$ cat src/rtl/seg_display_scheduler.sv
// seg_display_scheduler: round-robin time-sharing of the 7-seg display
// between NUM_SRC producers, each shown for DWELL cycles.
module seg_display_scheduler #(
  parameter int NUM_SRC = 4,
  parameter int DWELL   = 100_000_000,
  parameter int SRC_W   = 2
) (
  input  logic                   clk_in,
  input  logic                   rst_n_in,
  input  logic [NUM_SRC-1:0]     req_in,
  input  logic [32*NUM_SRC-1:0]  vals_in,
  input  logic                   pause_in,
  output logic [31:0]            val_out,
  output logic [SRC_W-1:0]       src_out,
  output logic                   valid_out,
  output logic                   switch_out
);

  localparam int CW = (DWELL > 1) ? $clog2(DWELL) : 1;
  localparam logic [CW-1:0] LAST = CW'(DWELL - 1);

  typedef enum logic {IDLE, SHOW} state_t;

  state_t           r_state;
  logic [SRC_W-1:0] r_ptr;
  logic [CW-1:0]    r_cnt;

  logic             w_any;
  logic [SRC_W-1:0] w_gnt;
  logic [SRC_W-1:0] w_nxt;
  logic [31:0]      w_gval;
  logic [31:0]      w_cval;
  logic             w_end;
  logic             w_last;
  logic             w_grant;

  // First requester at or after ptr, wrapping modulo NUM_SRC.
  function automatic logic [SRC_W:0] arb(
    input logic [NUM_SRC-1:0] req,
    input logic [SRC_W-1:0]   ptr
  );
    logic [SRC_W:0] res;
    int             idx;
    res = '0;
    for (int i = NUM_SRC - 1; i >= 0; i--) begin
      idx = (int'(ptr) + i) % NUM_SRC;
      if (req[idx]) res = {1'b1, SRC_W'(idx)};
    end
    return res;
  endfunction

  // Arbitration result and grant decision for this edge.
  always_comb begin
    {w_any, w_gnt} = arb(req_in, r_ptr);
    w_nxt = (int'(w_gnt) == NUM_SRC - 1) ? '0
          : SRC_W'(int'(w_gnt) + 1);
    w_gval = vals_in[32*int'(w_gnt) +: 32];
    w_cval = vals_in[32*int'(src_out) +: 32];
    w_end  = (r_state == SHOW) && !req_in[src_out];
    w_last = (r_cnt == LAST);
    w_grant = w_any && ((r_state == IDLE) || w_end ||
              (!pause_in && w_last && (w_gnt != src_out)));
  end

  // Grant FSM with registered outputs.
  always_ff @(posedge clk_in or negedge rst_n_in) begin
    if (!rst_n_in) begin
      r_state    <= IDLE;
      r_ptr      <= '0;
      r_cnt      <= '0;
      val_out    <= '0;
      src_out    <= '0;
      valid_out  <= 1'b0;
      switch_out <= 1'b0;
    end else begin
      switch_out <= 1'b0;
      if (w_grant) begin
        r_state    <= SHOW;
        src_out    <= w_gnt;
        r_ptr      <= w_nxt;
        r_cnt      <= '0;
        val_out    <= w_gval;
        valid_out  <= 1'b1;
        switch_out <= 1'b1;
      end else if (r_state == IDLE || w_end) begin
        r_state   <= IDLE;
        val_out   <= '0;
        valid_out <= 1'b0;
      end else begin
        val_out <= w_cval;
        if (!pause_in) begin
          if (w_last) begin
            r_cnt <= '0;
            r_ptr <= w_nxt;
          end else begin
            r_cnt <= r_cnt + 1'b1;
          end
        end
      end
    end
  end

endmodule
$ cat config.mk
export PLATFORM = sky130hd
export DESIGN_NAME = seg_display_scheduler
export DESIGN_NICKNAME = d
export VERILOG_FILES = /design/src/rtl/seg_display_scheduler.sv
export SDC_FILE = /design/constraint.sdc
export NUM_CORES = 1
export LEC_CHECK = 0
export BUFFER_PORTS_ARGS = -buffer_cell sky130_fd_sc_hd__buf_2
export CAP_MARGIN = 40
export CORE_MARGIN = 4
export CORE_UTILIZATION = 46
export DETAILED_ROUTE_END_ITERATION = 10
export GPL_ROUTABILITY_DRIVEN = 1
export PLACE_DENSITY = 0.77
export SLEW_MARGIN = 20
export SYNTH_ARGS = -nofsm -noshare
export SYNTH_HDL_FRONTEND = slang
export SYNTH_SLANG_ARGS = --single-unit
$ cat constraint.sdc
create_clock -name clk_in -period 2.5 [get_ports clk_in]
set_clock_uncertainty 0.2 [all_clocks]
set_input_delay 0.125 -clock clk_in [delete_from_list [all_inputs] [get_ports clk_in]]
set_output_delay 0.125 -clock clk_in [all_outputs]
set_load 0.005 [all_outputs]
==> reports/results.txt <==
Status = finished clean
Drt wl/cell = 23.0 um
Initial antenna violation count = 0
Starting Density = 47.1%
Combinational power share = 58.2%
Synth top area cells = dfrtp_1, mux4_2, mux2i_1
Final Power = 6.49 mW
Layout fillers = 582
Finished Layout Cells = 861
Routed Antenna Nets = 0
CP arrival = 2.50 ns
Crit. End Element = flip-flop
Root buf cell = clkbuf_8
Worst skew pair latency = 0.34 ns
Type of the worst min-delay path = input pin to flip-flop
Placed Instances = 723
RD Place Congestion = 0.868
Layout area overhead = 57.0%
Hold Worst Slack = 0.00699 ns
Pin count of the biggest net entering global routing = 68
Max-slew violations = 0
Reg clk slew, reported paths = 0.08 ns
Placement row count = 36
Via Count = 5,379
Initial DRT Pass Iterations = 5
Top cells by count, synth = nand2_1, dfrtp_1, mux2i_1
Total grt overflow = 0
EDFF count, synth = 0
Vias per Instance = 6.25
Gr usage total = 33.4%
Top_reg_cell synth = dfrtp_1
Worst-Margin Slew = 0.534 ns
Clock Power Share = 17.7%
#FFs+latches synth = 65
H-tree levels = 3
Async set or reset register ratio after synthesis = 100%
Num CTS Buffers = 9
Max Root-Sink Buffers = 2
Min cycle time layout = 2.47 ns
Top-count cell post-synth = nand2_1
Height of the die = 108 um
Post-synth cell types = 41
Synth warn = 0
Max_cap viols = 0
Sum Neg Setup Slack = 0 ns
Register area = 1630 um2
Static Leakage = 3.37 nW
Crit path launch type = flip-flop
Crit Path Max Fanout = 34
Switching part of the total = 39.1%
Drt drc = 0
Mapped cell area = 4600 um2
Sw power = 2.54 mW
Power Density = 898 nW/um2
Seq/Total Area, Yosys = 35.3%
Routed wire length = 19.8 mm
Fin crit share = 98.7%
DIE AREA = 11,700 um2
RSZ-0062 raised after global routing = true
Setup-failing EPs final = 0
Mapped Cells = 431
Internal power = 3.95 mW
Detail Placement HPWL = 10.1 mm
Fmax = 0.405 GHz
Peak supply drop = 0.000583 V
WS Path Type = flip-flop to flip-flop
Vias in the first global route = 5,704
DR iter-0 viols = 374
Post-Syn Nets = 567
Input/output buffers = 170
Avg Cell Area, Syn = 10.7 um2
Io pins = 171
Area of the multi-input gates = 2870 um2
Top cell type's share of synthesized area = 35.3%
Final Hold Vio Count = 0
Leading area contributor after synthesis = dfrtp_1
Die width = 108 um
CTS tree = built
WP data required = 2.53 ns
Slew headroom = 64.4%
Sink Count = 65
First-pass GRT wire length = 30.0 mm
Core Box Area = 9770 um2
Nets@finish = 858
Share of cells above drive strength 1 = 35.9%
Reg power frac = 24.0%
[placed cells by master, fill, tap and decap left out, drive strengths merged, types with 7 or more instances in the layout]
cell type    instances
xnor2                8
dlygate4sd3        118
nor3                 8
nand3               11
buf                193
inv                  7
mux4                33
nand4                7
dfrtp               65
nand2               74
mux2i               65
clkbuf              13
a32o                32
xor2                17
nor2                29
[power groups by stage]
stage | clock [mW] | sequential (mW) | combinational (mW)
after CTS | 1.14 | 1.53 | 3.49
after global routing | 1.20 | 1.58 | 4.00
after global placement | 0 | 1.55 | 3.22
after detailed placement | 0 | 1.54 | 3.34
final | 1.15 | 1.56 | 3.78
after floorplan | 0 | 1.55 | 2.28
[kinds of logic after synthesis]
logic type	Yosys count	share of synthesized area, %
compound gates	49	10.0
xor+xnor	25	4.76
fa+ha+maj	1	0.272
buf+inv	39	3.64
flops	65	35.3
mux	102	31.3
simple gates	150	14.7
[flip-flops by register name, summed over array words and instances (netlist names)]
| name | count |
|---|---|
| r_ptr | 2 |
| src_out | 2 |
| switch_out | 1 |
| r_cnt | 27 |
| val_out | 32 |
| r_state | 1 |
[critical path, stage by stage (launching register included)]
cell and delay (ns):
dfrtp_1 0.43, mux2_2 0.39, o221ai_4 0.26, clkbuf_16 0.35, mux2i_1 0.28, nand2_1 0.14, a32o_1 0.30
[cell type report]
type	instances	share of cell area [%]
Antenna cell	1	0.0346
Clock buffer	12	2.15
Clock inverter	4	1.37
Inverter	7	0.364
Multi-Input combinational cell	327	39.8
Sequential cell	65	22.5
Tap cell	133	2.30
Timing Repair Buffer	312	31.5
[path summary, 6_finish.rpt]
kind / start / endpoint / slack (ns) / cells after the start
worst max-delay path: r_ptr[1] / val_out[19] / 0.03 / 6
worst min-delay path: vals_in[37] / val_out[5] / 0.007 / 4
worst max register to register: r_ptr[1] / val_out[19] / 0.03 / 6
worst min register to register: r_cnt[15] / r_cnt[15] / 0.35 / 2
max in group asynchronous: rst_n_in / src_out[0] / 1.38 / 3
min in group asynchronous: rst_n_in / r_cnt[18] / 0.08 / 2
[timing repair]
action | CTS | global route
hold buffers | 118 | 0
gates resized for setup | 0 | 10
setup endpoints to repair | 0 | 36
buffers inserted | 0 | 2
hold endpoints to repair | 98 | 0
[layer usage]
| layer | GRT usage, % | up-vias | part of all wire, % |
|---|---|---|---|
| met5 | 0 | - | 0 |
| met4 | 21.5 | 0 | 7.1 |
| met3 | 7.22 | 135 | 10 |
| met2 | 56.6 | 515 | 50 |
| met1 | 38.3 | 2525 | 33 |
| li1 | - | 2204 | - |
[metrics by stage]
stage / worst slack [ns] / util [%] / cell area (um2)
finish: 0.0331 / 73.9 / 7220
CTS: 0.00155 / 73.1 / 7140
floorplan: 0.0252 / - / 4600
detailed placement: 0.0180 / 58.4 / 5710
global route: -0.0162 / 73.9 / 7220
global placement: 0.102 / 58.4 / 5710
(Power assumes the default switching activity.)
